--- src/rtl/panel_display_pkg.sv ---
// Shared constants, frame phase type and the hex-digit to seven-segment encoder
// for the front-panel display driver.
package panel_display_pkg;

  localparam int LED_BITS = 16;
  localparam int SEG_BITS = 32;

  typedef enum logic [0:0] {
    PH_SHIFT = 1'b0,
    PH_LATCH = 1'b1
  } frame_phase_t;

  // Segment byte layout is {dp,g,f,e,d,c,b,a}, 1 = lit; dp is never driven.
  function automatic logic [7:0] hex_to_seg(input logic [3:0] nibble);
    logic [7:0] seg;
    seg = 8'h00;
    case (nibble)
      4'h0: seg = 8'h3F;
      4'h1: seg = 8'h06;
      4'h2: seg = 8'h5B;
      4'h3: seg = 8'h4F;
      4'h4: seg = 8'h66;
      4'h5: seg = 8'h6D;
      4'h6: seg = 8'h7D;
      4'h7: seg = 8'h07;
      4'h8: seg = 8'h7F;
      4'h9: seg = 8'h6F;
      4'hA: seg = 8'h77;
      4'hB: seg = 8'h7C;
      4'hC: seg = 8'h39;
      4'hD: seg = 8'h5E;
      4'hE: seg = 8'h79;
      4'hF: seg = 8'h71;
    endcase
    return seg;
  endfunction

endpackage

--- src/rtl/frame_serializer.sv ---
// Serialises a WIDTH-bit word MSB first, one bit per tick, followed by a
// one-tick latch period; the frame (WIDTH+1 ticks) repeats back-to-back.
module frame_serializer
  import panel_display_pkg::*;
#(
  parameter int WIDTH = 16
) (
  input  logic             clk,
  input  logic             reset,
  input  logic             tick,
  input  logic [WIDTH-1:0] word,
  output logic             data,
  output logic             latch,
  output logic             load
);

  localparam int BIT_W = $clog2(WIDTH);
  localparam logic [BIT_W-1:0] LAST_BIT = BIT_W'(WIDTH - 1);

  frame_phase_t     phase_reg, phase_next;
  logic [BIT_W-1:0] bit_reg, bit_next;
  logic [WIDTH-1:0] shift_reg, shift_next;
  logic             data_reg, data_next;
  logic             latch_reg, latch_next;

  always_ff @(posedge clk) begin
    if (reset) begin
      phase_reg <= PH_SHIFT;
      bit_reg   <= '0;
      shift_reg <= '0;
      data_reg  <= 1'b0;
      latch_reg <= 1'b0;
    end else begin
      phase_reg <= phase_next;
      bit_reg   <= bit_next;
      shift_reg <= shift_next;
      data_reg  <= data_next;
      latch_reg <= latch_next;
    end
  end

  // All state, including the pin registers, only moves on a tick edge, so the
  // pins change exactly at period starts.
  always_comb begin
    phase_next = phase_reg;
    bit_next   = bit_reg;
    shift_next = shift_reg;
    data_next  = data_reg;
    latch_next = latch_reg;
    load       = 1'b0;
    if (tick) begin
      case (phase_reg)
        PH_SHIFT: begin
          latch_next = 1'b0;
          if (bit_reg == '0) begin
            // First bit goes straight from the input; the rest waits in shift_reg.
            load       = 1'b1;
            data_next  = word[WIDTH-1];
            shift_next = {word[WIDTH-2:0], 1'b0};
          end else begin
            data_next  = shift_reg[WIDTH-1];
            shift_next = {shift_reg[WIDTH-2:0], 1'b0};
          end
          if (bit_reg == LAST_BIT) begin
            bit_next   = '0;
            phase_next = PH_LATCH;
          end else begin
            bit_next = bit_reg + BIT_W'(1);
          end
        end
        PH_LATCH: begin
          data_next  = 1'b0;
          latch_next = 1'b1;
          phase_next = PH_SHIFT;
        end
        default: phase_next = PH_SHIFT;
      endcase
    end
  end

  assign data  = data_reg;
  assign latch = latch_reg;

endmodule

--- src/rtl/panel_display_driver.sv ---
// Front-panel LED bar and 4-digit seven-segment serial driver with a shared
// shift clock. Build option DISP_LEADING_BLANK_EN blanks leading zero digits.
module panel_display_driver
  import panel_display_pkg::*;
#(
  parameter int TICK_DIV = 10
) (
  input  logic        clk,
  input  logic        reset,
  input  logic [15:0] led_in,
  input  logic [15:0] seg_bin,
  output logic        ps_clk,
  output logic        led_data,
  output logic        led_latch,
  output logic        seg_data,
  output logic        seg_latch
);

  localparam int CNT_W = (TICK_DIV > 2) ? $clog2(TICK_DIV) : 1;
  localparam logic [CNT_W-1:0] CNT_LAST = CNT_W'(TICK_DIV - 1);
  localparam logic [CNT_W-1:0] CNT_HALF = CNT_W'(TICK_DIV / 2);

  logic [CNT_W-1:0] cnt_reg, cnt_next;
  logic             ps_clk_reg, ps_clk_next;
  logic             tick;

  always_ff @(posedge clk) begin
    if (reset) begin
      cnt_reg    <= '0;
      ps_clk_reg <= 1'b0;
    end else begin
      cnt_reg    <= cnt_next;
      ps_clk_reg <= ps_clk_next;
    end
  end

  // ps_clk is registered from the count, so it falls on the same edge that
  // the serializers update their pins (the tick edge, count 0).
  always_comb begin
    tick        = (cnt_reg == '0);
    cnt_next    = (cnt_reg == CNT_LAST) ? '0 : cnt_reg + CNT_W'(1);
    ps_clk_next = (cnt_reg >= CNT_HALF);
  end

  assign ps_clk = ps_clk_reg;

  logic [3:0]          digit    [4];
  logic [7:0]          seg_byte [4];
  logic [3:0]          blank;
  logic [SEG_BITS-1:0] seg_word;

  always_comb begin
    blank = 4'b0000;
`ifdef DISP_LEADING_BLANK_EN
    // Blanking propagates from the leftmost digit; d0 always shows.
    blank[3] = (digit[3] == 4'h0);
    for (int i = 2; i >= 1; i--) begin
      blank[i] = blank[i+1] && (digit[i] == 4'h0);
    end
`endif
  end

  genvar gi;
  generate
    for (gi = 0; gi < 4; gi++) begin : g_digit
      assign digit[gi]              = seg_bin[4*gi +: 4];
      assign seg_byte[gi]           = blank[gi] ? 8'h00 : hex_to_seg(digit[gi]);
      assign seg_word[8*gi +: 8]    = seg_byte[gi];
    end
  endgenerate

  logic led_load, seg_load;

  frame_serializer #(
    .WIDTH(LED_BITS)
  ) u_led_ser (
    .clk  (clk),
    .reset(reset),
    .tick (tick),
    .word (led_in),
    .data (led_data),
    .latch(led_latch),
    .load (led_load)
  );

  frame_serializer #(
    .WIDTH(SEG_BITS)
  ) u_seg_ser (
    .clk  (clk),
    .reset(reset),
    .tick (tick),
    .word (seg_word),
    .data (seg_data),
    .latch(seg_latch),
    .load (seg_load)
  );

  // Frame-start strobes are kept as named nets for probing only.
  logic load_probe_unused;
  assign load_probe_unused = led_load ^ seg_load;

endmodule

--- config.mk ---
export PLATFORM = sky130hd
export DESIGN_NAME = panel_display_driver
export DESIGN_NICKNAME = d
export VERILOG_FILES = /design/src/rtl/panel_display_pkg.sv /design/src/rtl/frame_serializer.sv /design/src/rtl/panel_display_driver.sv
export SDC_FILE = /design/constraint.sdc
export NUM_CORES = 1
export LEC_CHECK = 0
export ABC_AREA = 1
export BUFFER_PORTS_ARGS = -buffer_cell sky130_fd_sc_hd__buf_2
export CAP_MARGIN = 5
export CELL_PAD_IN_SITES_DETAIL_PLACEMENT = 0
export CELL_PAD_IN_SITES_GLOBAL_PLACEMENT = 1
export CORE_ASPECT_RATIO = 1.75
export CORE_UTILIZATION = 42
export CTS_CLUSTER_SIZE = 16
export DETAILED_ROUTE_END_ITERATION = 16
export GPL_TIMING_DRIVEN = 0
export HOLD_SLACK_MARGIN = 0.12
export PLACE_DENSITY = 0.91
export RECOVER_POWER = 50
export SYNTH_ARGS = -nofsm -noshare
export SYNTH_HDL_FRONTEND = slang
export SYNTH_SLANG_ARGS = --single-unit
--- constraint.sdc ---
create_clock -name clk -period 1.8 [get_ports clk]
set_clock_uncertainty 0.2 [all_clocks]
set_input_delay 0.09 -clock clk [delete_from_list [all_inputs] [get_ports clk]]
set_output_delay 0.09 -clock clk [all_outputs]
set_load 0.005 [all_outputs]
# Word level (Yosys, flattened, before mapping)
# Memory sizes are Yosys's and may differ from the RTL's.
# Index checks and enable logic that the tools add are counted.
# totals
ff_bits,68
romBits,448
in_bits,34
output_inout_bits,5
wordCells,45
n_memories,4
# op_classes
addsub,3
order_cmp,1
eq_ne,3
mux,14
bitwise_logic,2
reduce_logical,6
# memory_table
name,depth,word_bits,read_ports,rd_clocked_by_memory_dff,write_ports,line,text
(name not given),16,7,1,0,0,panel_display_pkg.sv:17,case (nibble)
(name not given),16,7,1,0,0,panel_display_pkg.sv:17,
(name not given),16,7,1,0,0,panel_display_pkg.sv:17,
(name not given),16,7,1,0,0,panel_display_pkg.sv:17,
# ops
operator,n
$mux W32,1
$mux W16,1
$pmux W1 S2,6
$add A4 B1 Y4 const B,2
$eq A4 B4 Y1 const B,2
$logic_not A4 Y1,2
$add A5 B1 Y5 const B,1
$eq A5 B5 Y1 const B,1
$logic_not A5 Y1,1
$mux W5,1
$ge A4 B3 Y1 const B,1
$mux W1,4
$mux W4,1
$reduce_and A2 Y1,2
$not A1 Y1,2
$reduce_or A2 Y1,1

# Longest topological paths before layout
# Gate-level depths: netlist of run 1.
# depth
ltp_word,3
mapped_depth,10
ltp_nobuf,9

# Hierarchy
# From an unflattened synthesis of run 1, not the netlist that was laid out.
# hier_totals
hier_cells,615
hier_area_um2,4022.6
# modules_own_cells
mod,instances,cells_per_inst,area_per_inst_um2,seq_area_each_um2
frame_serializer (u_seg_ser),1,245,1737.9,780.7
panel_display_driver,1,215,1227.4,100.1
frame_serializer (u_led_ser),1,155,1057.3,440.4

# Worst setup path after synthesis of run 1
# OpenSTA, ideal clock, no wires.
# synth_timing
path_kind,register to register
startpoint,register u_seg_ser.bit_reg[0]
endpoint,register u_seg_ser.shift_reg[10]
setup_time_ps,112
t_arrival_ps,1287
t_required_ps,1488
path_slack_ps,201
path_stages_with_launch,11
path_buffers,1
synth_period_minus_slack_ps,1599
path_cell_list,dfxtp_1 > inv_1 > ha_1 > inv_1 > nor2_2 > nand2_2 > buf_6 > nor2_1 > o21ai_0 > nand2_1 > nand2_1
# synth_via
elab_chain_cells,2
# synth_rtl
element,line,text
start: declaration,frame_serializer.sv:21,"logic [BIT_W-1:0] bit_reg, bit_next;"
start signal: assignment,frame_serializer.sv:35,bit_reg <= bit_next;
$logic_not A5 Y1,frame_serializer.sv:55,if (bit_reg == '0) begin
$mux W32,frame_serializer.sv:55,
end signal: assignment,frame_serializer.sv:36,shift_reg <= shift_next;
end: declaration,frame_serializer.sv:22,"logic [WIDTH-1:0] shift_reg, shift_next;"
# Every way passes these cells.
# A chain may end at the register's enable or synchronous reset.

# Final worst setup path of run 1
# layout_timing
startpoint,register u_seg_ser.bit_reg[0]
endpoint,register u_seg_ser.shift_reg[30]
# The elaborated chain is that of the path after synthesis.

==> results.json, run 1 <==
{
  "clk_latency_ns": 0.33,
  "portBuffers": 32,
  "tns_ns": 0,
  "crit_family": "simple AND/OR/NAND/NOR gates",
  "ys.flop_type": "dfxtp_1",
  "fp.dieW_um": 77.3,
  "wire_per_inst_um": 12.3,
  "finalPower_mw": 4.99,
  "ant_nets": 0,
  "viasPerCell": 4.91,
  "cp_num_buf_inv": 3,
  "cts_made_buffers": 9,
  "path_cells": "inv_1, ha_2, inv_1, nor2_4, nand2_4, buf_8, nor2_1, nand2_1, nand3_1, nand2_1",
  "drc": 0,
  "status": "complete, no violations",
  "drt_first_pass_iters": 6,
  "yosys_warnings": 0,
  "largest_reg_flops": 31,
  "setup_viol": 0,
  "hold_path.class": "in2reg",
  "htree_levels": 3,
  "postRouteWirelength_mm": 10.5,
  "p_leak_nw": 2.62,
  "worstSetupPathType": "reg2reg",
  "finish.utilization": 0.550,
  "synth_xor_area_frac": 0.00210,
  "p_int_mw": 3.45,
  "seq_power_share": 0.350,
  "synth_seq_cells": 66,
  "drive_gt1_frac": 0.141,
  "num_vias": 4171,
  "max_slew_margin": 0.644,
  "cts_buffer_depth": 2,
  "final_common_cell": "nand2_1",
  "die-area_um2": 10400,
  "startpoint_type": "flip-flop",
  "grt.overflow.total": 0,
  "rsz0062_at_grt": "true",
  "clock-sinks": 66,
  "crit_slowest_cell": "dfxtp_2",
  "min_period_ns": 1.74,
  "layout_setup_ws_ns": 0.0607,
  "grt_pass1_wl_mm": 17.5,
  "synth_mux_area_frac": 0,
  "syn_nets": 710,
  "fin_crit_sh": 0.966,
  "syn_avg_cell_area_um2": 6.53,
  "dieHeight_um": 134,
  "clk_pin_slew_ns": 0.06,
  "vdd_drop_max_mv": 0.549,
  "grt_usage": 0.210,
  "critPathMaxFanout": 10,
  "critPathMaxStageDelay_ns": 0.33,
  "antenna_cells": 0,
  "num_rows": 47,
  "synth-adder-area-share": 0.111,
  "nets": 794,
  "end_kind": "flip-flop",
  "coreArea_um2": 9530,
  "synth-compound-area-share": 0.0843,
  "p_per_area_nw_per_um2": 952,
  "worstMarginPinSlew_ns": 0.535,
  "first_global_vias": 4021,
  "cap_violations": 0,
  "initial_core_util": 0.438,
  "synth-simple-area-share": 0.376,
  "cts_root_buffer": "clkbuf_16",
  "p_sw_frac": 0.308,
  "synth_top_family_by_area": "simple AND/OR/NAND/NOR gates",
  "synth-edff-count": 0,
  "ys_types": 29,
  "yosysSeqAreaShare": 0.317,
  "synthCells": 639,
  "switchingPower_mw": 1.54,
  "synth_area_um2": 4170,
  "dp_hpwl_mm": 7.42,
  "async_reset_ff_frac": 0,
  "fmax_mhz": 575,
  "place_congestion": 0.863,
  "p_clk_frac": 0.376,
  "drt_iter0_drc": 183,
  "worstPathRequired_ns": 1.82,
  "pre_cts_slack_ns": -0.224,
  "worst_hold_slack_ns": 0.152,
  "layout_common_cells": "nand2_1 (216), nand3_1 (73), inv_1 (70)",
  "comb_power_share": 0.274,
  "area_growth_pct": 25.6,
  "cp.arrival_ns": 1.76,
  "finalMaxSlewViolations": 0,
  "ios": 39,
  "fill_cells": 980,
  "cts_tree": "yes",
  "antenna_found_initial": 0,
  "finalHoldViolations": 0,
  "grt_max_degree": 12
}
worst min-delay path: stages:
cell and delay, ns:
buf_2 0.11, ha_1 0.14, nor2_1 0.04, nand2_1 0.05
nand3_1 0.07, a21oi_1 0.13
path summary, 6_finish.rpt:
path | slack (ns) | startpoint | depth (start not counted) | endpoint
min | 0.15 | seg_bin[9] | 6 | u_seg_ser.shift_reg[21]
max | 0.06 | u_seg_ser.bit_reg[0] | 10 | u_seg_ser.shift_reg[30]
min reg2reg | 0.25 | u_seg_ser.shift_reg[10] | 2 | u_seg_ser.shift_reg[10]
max reg2reg | 0.06 | u_seg_ser.bit_reg[0] | 10 | u_seg_ser.shift_reg[30]
synth_stat cells, types with 3 or more instances:
master / count / area [um^2]
buf_4: 3 / 22.5
o21ai_2: 3 / 26.3
o21ai_1: 3 / 15.0
buf_2: 9 / 45.0
dfxtp_1: 66 / 1320
o21ai_0: 21 / 105
nor2_4: 3 / 33.8
ha_1: 37 / 463
nand3_2: 3 / 30.0
buf_6: 8 / 90.1
a21oi_1: 37 / 185
nor2_1: 63 / 236
nand2_1: 218 / 818
inv_2: 3 / 11.3
nand3_1: 73 / 365
inv_1: 72 / 270
cell families after synthesis:
| family | after synthesis |
|---|---|
| buf+inv | 99 |
| flops | 66 |
| xor+xnor | 1 |
| fa+ha+maj | 37 |
| simple gates | 369 |
| compound gates | 67 |
per-stage QoR:
step | instances | instance area, um^2
final | 850 | 5240
after floorplan | 639 | 4170
after CTS | 840 | 5120
after global placement | 793 | 4480
after detailed placement | 793 | 4480
after global routing | 850 | 5240
power groups by stage:
stage | combinational [mW] | clock (mW) | sequential, mW
floorplan | 0.865 | 0 | 1.75
global placement | 1.15 | 0 | 1.77
detailed placement | 1.17 | 0 | 1.77
CTS | 1.24 | 1.90 | 1.74
global route | 1.54 | 1.97 | 1.77
finish | 1.37 | 1.87 | 1.75
layout make-up:
class	count	area, um^2	area share
Clock buffer	11	243	0.0463
Tap cell	122	153	0.0291
Buffer	23	180	0.0344
Multi-Input combinational cell	475	2430	0.464
Inverter	76	290	0.0554
Timing Repair Buffer	72	544	0.104
Sequential cell	66	1320	0.252
Clock inverter	5	77.6	0.0148
metal layers:
metal | routed length, um | part of all wire | GRT usage
met1 | 4230 | 0.40 | 0.216
met2 | 5670 | 0.54 | 0.400
met3 | 337 | 0.032 | 0.0374
met4 | 251 | 0.024 | 0.0985
met5 | 0 | 0 | 0
repair_timing:
| action | 4_1_cts | 5_1_grt |
|---|---|---|
| buffers inserted | 1 | 8 |
| setup endpoints to repair | 32 | 50 |
| resized for setup | 2 | 17 |
| pin swaps | 2 | 1 |
| gates cloned | 0 | 2 |
| hold buffers | 30 | 0 |
| endpoints found under the hold margin | 52 | 0 |
Power figures use the tool's default switching activity.
==> run 2, diff against run 1 <==
Settings changed: PLACE_DENSITY 0.91 to 0.92, SYNTH_HIERARCHICAL set to 1.
==> run 2 against run 1 <==
  * Hold slack better by 0.070 ns
  * Non-clock buffer count grew 1
  * First-iteration DRC count decreased by 19%
  * Sequential share of layout area grew 0.41 points
  * Register-to-register slack is essentially flat
  * Global-route usage is 2.4 points lower
  * Routed wire length decreased by 18%
  * Synthesized area shrank 3.7%
  * Clock-buffer cell count increased by 2
  * Critical path type unchanged
==> results.json, run 2 <==
{
  "synthCells": 613,
  "r2r-start": "cnt_reg[1]",
  "num_rows": 46,
  "comb_power_share": 0.262,
  "synth_area_um2": 4020,
  "worstSetupPathType": "reg2reg",
  "grt.overflow.total": 0,
  "end_kind": "flip-flop",
  "wl_met2_mm": 4.82,
  "grt_pass1_wl_mm": 15.3,
  "ant_nets": 0,
  "htree_levels": 3,
  "wirelength_met1_mm": 3.41,
  "drc": 0,
  "pre_cts_slack_ns": -0.236,
  "critPathLaunch": "cnt_reg[1]",
  "layout_setup_ws_ns": 0.0541,
  "clk_latency_ns": 0.33,
  "rsz0062_at_grt": "true",
  "fin_crit_sh": 0.970,
  "fmax_mhz": 573,
  "setup_viol": 0,
  "cts_tree": "yes",
  "syn_avg_cell_area_um2": 6.55,
  "dieHeight_um": 131,
  "antenna_found_initial": 0,
  "nets": 778,
  "startpoint_type": "flip-flop",
  "fp.dieW_um": 75.9,
  "finish.utilization": 0.565,
  "final_common_cell": "nand2_1",
  "instances_no_fill": 832,
  "p_leak_nw": 2.63,
  "cap_violations": 0,
  "cp.arrival_ns": 1.82,
  "hold_path.class": "in2reg",
  "worstPathRequired_ns": 1.88,
  "place_congestion": 0.792,
  "portBuffers": 38,
  "viasPerCell": 4.63,
  "drt_first_pass_iters": 6,
  "finalMaxSlewViolations": 0,
  "p_int_mw": 3.37,
  "layout_common_cells": "nand2_1 (250), dfxtp_1 (64), nor2_1 (48)",
  "area_growth_pct": 28.7,
  "cts_root_buffer": "clkbuf_16",
  "r2r_slack_ns": 0.05,
  "ios": 39,
  "vdd_drop_max_mv": 0.524,
  "wl_met3_um": 196,
  "clock-sinks": 66,
  "status": "complete, no violations",
  "postRouteWirelength_mm": 8.60,
  "num_vias": 3850,
  "critPathMaxFanout": 8,
  "seq_power_share": 0.369,
  "drt_iter0_drc": 148,
  "p_sw_frac": 0.297,
  "finalHoldViolations": 0,
  "drive_gt1_frac": 0.184,
  "die-area_um2": 9970,
  "switchingPower_mw": 1.42,
  "grt_usage": 0.186,
  "yosys_warnings": 6,
  "top_layer": "met4",
  "clk_pin_slew_ns": 0.05,
  "coreArea_um2": 9150,
  "min_from": "seg_bin[9]",
  "largest_reg_flops": 31,
  "first_global_vias": 3816,
  "dp_hpwl_mm": 6.19,
  "antenna_cells": 0,
  "dp_cells": 774,
  "finalPower_mw": 4.79,
  "min_period_ns": 1.75,
  "worst_hold_slack_ns": 0.222,
  "wire_per_inst_um": 10.3,
  "p_clk_frac": 0.369,
  "cts_buffer_depth": 2,
  "initial_core_util": 0.439,
  "grt_max_degree": 11,
  "cts_made_buffers": 9,
  "p_per_area_nw_per_um2": 926
}
==> run 2: cell count changes in the layout (fill, tap and decap cells not counted), sizes merged, moves of 2 or more <==
cell         previous run  this run
nor3                    2         4
or2                     0         4
inv                    76        62
dlygate4sd3            30        26
nand2                 220       261
o21ai                  27        69
buf                    58        68
nand3                  77        22
conb                    0         4
o22ai                   2         0
clkbuf                 18        15
a21oi                  37        10
nor2                   69        58
==> run 2: what timing repair did <==
item	4_1_cts	5_1_grt
buffers inserted	12	2
hold endpoints to repair	51	0
resized for setup	21	22
gates cloned	3	0
pin swaps	6	14
setup endpoints to repair	46	51
hold buffers	26	0
==> run 2: critical path, cell delays in order, from the launching register on <==
cell and delay [ns]:
dfxtp_2 0.32, inv_2 0.07, ha_4 0.14, inv_4 0.04, nor3_4 0.16, buf_4 0.15, buf_6 0.11, nand2_8 0.07
nor2_8 0.15, buf_6 0.14, o211ai_2 0.07, nand2_1 0.06
==> run 2: layer usage <==
| metal | global-route usage | up-vias |
|---|---|---|
| met4 | 0.0823 | 0 |
| met3 | 0.0292 | 13 |
| met1 | 0.175 | 1689 |
| met2 | 0.379 | 55 |
| met5 | 0 | - |
| li1 | - | 2093 |
==> run 2: area by class of cell <==
type / count / area (um^2)
Timing Repair Buffer: 81 / 592
Buffer: 15 / 144
Multi-Input combinational cell: 473 / 2410
Clock buffer: 13 / 270
Fill cell: 890 / 3980
Clock inverter: 2 / 35.0
Inverter: 62 / 243
Tap cell: 120 / 150
Sequential cell: 66 / 1330
==> run 2: power by group through the flow <==
stage	Clock (mW)	Sequential [mW]	Combinational, mW
final	1.77	1.77	1.26
after global routing	1.85	1.79	1.44
after CTS	1.80	1.76	1.23
after detailed placement	0	1.80	1.08
after global placement	0	1.79	1.06
after floorplan	0	1.77	0.818
==> run 2: stage by stage <==
stage	instance area, um^2	setup TNS (ns)
after CTS	5120	-0.0216
after global placement	4380	-6.59
after detailed placement	4380	-8.13
final	5170	0
after global routing	5170	-0.470
after floorplan	4040	0
==> run 2: final timing paths <==
kind	endpoint	cells after the start
max	u_led_ser/shift_reg[5]	11
min	u_seg_ser/shift_reg[21]	8
max reg2reg	u_led_ser/shift_reg[5]	11
min reg2reg	u_led_ser/shift_reg[5]	2
==> run 3, diff against run 2 <==
Settings changed: CAP_MARGIN 5 to unset, GPL_TIMING_DRIVEN 0 to unset.
==> run 3 against run 2 <==
  * Utilization decreased by 2.3 points
  * Fmax increased by 0.74%
  * Sequential power about the same
==> results.json, run 3 (same netlist as run 2, synthesis figures left out) <==
{
  "status": "complete, no violations",
  "grt_max_degree": 34,
  "seq_power_share": 0.384,
  "path_cells": "inv_1, ha_1, inv_1, nor3_4, buf_4, nand2_8, inv_1, nand3_1, a21oi_1",
  "cts_made_buffers": 9,
  "p_leak_nw": 2.51,
  "regArea_um2": 1320,
  "worstPathRequired_ns": 1.86,
  "viasPerCell": 4.69,
  "ios": 39,
  "num_vias": 3795,
  "nets": 756,
  "pre_cts_slack_ns": 0.0150,
  "layout_common_cells": "nand2_1 (250), dfxtp_1 (65), inv_1 (48), nor2_1 (48), buf_2 (37)",
  "drc": 0,
  "setup_viol": 0,
  "finalHoldViolations": 0,
  "dp_hpwl_mm": 5.89,
  "wire_per_inst_um": 10.3,
  "largest_reg_flops": 31,
  "cts_root_buffer": "clkbuf_16",
  "critPathLaunch": "cnt_reg[1]",
  "grt_pass1_wl_mm": 14.6,
  "p_sw_frac": 0.294,
  "multiInputGateArea_um2": 2390,
  "postRouteWirelength_mm": 8.33,
  "vdd_drop_max_mv": 0.488,
  "cap_violations": 0,
  "p_clk_frac": 0.380,
  "cts_tree": "yes",
  "p_per_area_nw_per_um2": 929,
  "place_congestion": 0.854,
  "path_common_cell": "inv_1",
  "clock-sinks": 66,
  "coreArea_um2": 9150,
  "min_period_ns": 1.73,
  "dieHeight_um": 131,
  "layout_setup_ws_ns": 0.0669,
  "htree_levels": 3,
  "end_kind": "flip-flop",
  "fill_cells": 888,
  "stdcell_area_um2": 4950,
  "drive_gt1_frac": 0.145,
  "p_int_mw": 3.25,
  "critPathMaxFanout": 7,
  "grt_usage": 0.176,
  "critPathMaxStageDelay_ns": 0.33,
  "drt_iter0_drc": 163,
  "antenna_found_initial": 0,
  "first_global_vias": 3596,
  "final_common_cell": "nand2_1",
  "antenna_cells": 0,
  "num_rows": 46,
  "initial_core_util": 0.439,
  "clk_pin_slew_ns": 0.05,
  "ant_nets": 0,
  "place_area_um2": 4330,
  "fp.dieW_um": 75.9,
  "hold_path.class": "in2reg",
  "startpoint_type": "flip-flop",
  "fmax_mhz": 577,
  "area_growth_pct": 23.4,
  "drt_first_pass_iters": 4,
  "die-area_um2": 9970,
  "clk_latency_ns": 0.32,
  "grt.overflow.total": 0,
  "worstSetupPathType": "reg2reg",
  "cp.arrival_ns": 1.79,
  "crit_slowest_cell": "dfxtp_2",
  "switchingPower_mw": 1.35,
  "portBuffers": 38,
  "rsz0062_at_grt": "true",
  "fin_crit_sh": 0.963,
  "finalMaxSlewViolations": 0,
  "cts_buffer_depth": 2,
  "r2r-start": "cnt_reg[1]",
  "comb_power_share": 0.236,
  "finish.utilization": 0.541,
  "min_from": "seg_bin[10]"
}
run 3: changes by cell type in the layout (fill, tap and decap cells not counted), sizes merged:
cell and change:
buf -24, nor2 +1, dlygate4sd3 -1, clkbuf +2
run 3: final cells by class:
class | count | share of cell area
Multi-Input combinational cell | 474 | 0.482
Sequential cell | 66 | 0.267
Timing Repair Buffer | 73 | 0.111
Clock buffer | 13 | 0.0545
Inverter | 62 | 0.0480
Tap cell | 120 | 0.0303
Clock inverter | 2 | 0.00707
run 3: power by group through the flow:
stage	logic (mW)	registers (mW)	clock network [mW]
after floorplan	0.818	1.77	0
after global placement	0.989	1.79	0
after detailed placement	1.01	1.80	0
after CTS	1.06	1.77	1.79
after global routing	1.26	1.79	1.87
final	1.09	1.77	1.75
run 3: routing by layer:
metal | global-route usage | up-vias | part of all wire
li1 | - | 2039 | -
met1 | 0.168 | 1682 | 0.40
met2 | 0.348 | 60 | 0.55
met3 | 0.0396 | 14 | 0.026
met4 | 0.0812 | 0 | 0.024
met5 | 0 | - | 0
run 3: timing repair:
item / 4_1_cts / 5_1_grt
endpoints found under the hold margin: 49 / 0
setup endpoints to repair: 1 / 48
setup buffers: 0 / 2
gates cloned: 0 / 2
gates resized for setup: 1 / 15
pin swaps: 0 / 3
hold buffers: 25 / 0
run 3: stage by stage:
stage	power (mW)	cells	setup TNS, ns	hold WS (ns)
6_report	4.60	810	0	0.128
3_5_place_dp	2.81	766	0	0.134
3_3_place_gp	2.78	766	0	0.128
2_1_floorplan	2.59	616	0	-0.0409
5_1_grt	4.92	810	-0.405	0.173
4_1_cts	4.62	806	0	0.131
run 3: path summary, 6_finish.rpt:
check | to | slack, ns | depth (start not counted)
setup / recovery | u_led_ser/data | 0.07 | 9
hold / removal | u_seg_ser/shift_reg[18] | 0.13 | 6
setup reg to reg | u_led_ser/data | 0.07 | 9
hold reg to reg | u_led_ser/shift_reg[8] | 0.25 | 2
run 3: critical path: cells and delay by family (launching register included):
kind	cells	cell delay, ns
AO/OA/AOI/OAI	1	0.12
adder cells (fa/ha/maj)	1	0.14
flip-flops	1	0.33
AND/OR/NAND/NOR	3	0.39
buffers and inverters	4	0.47
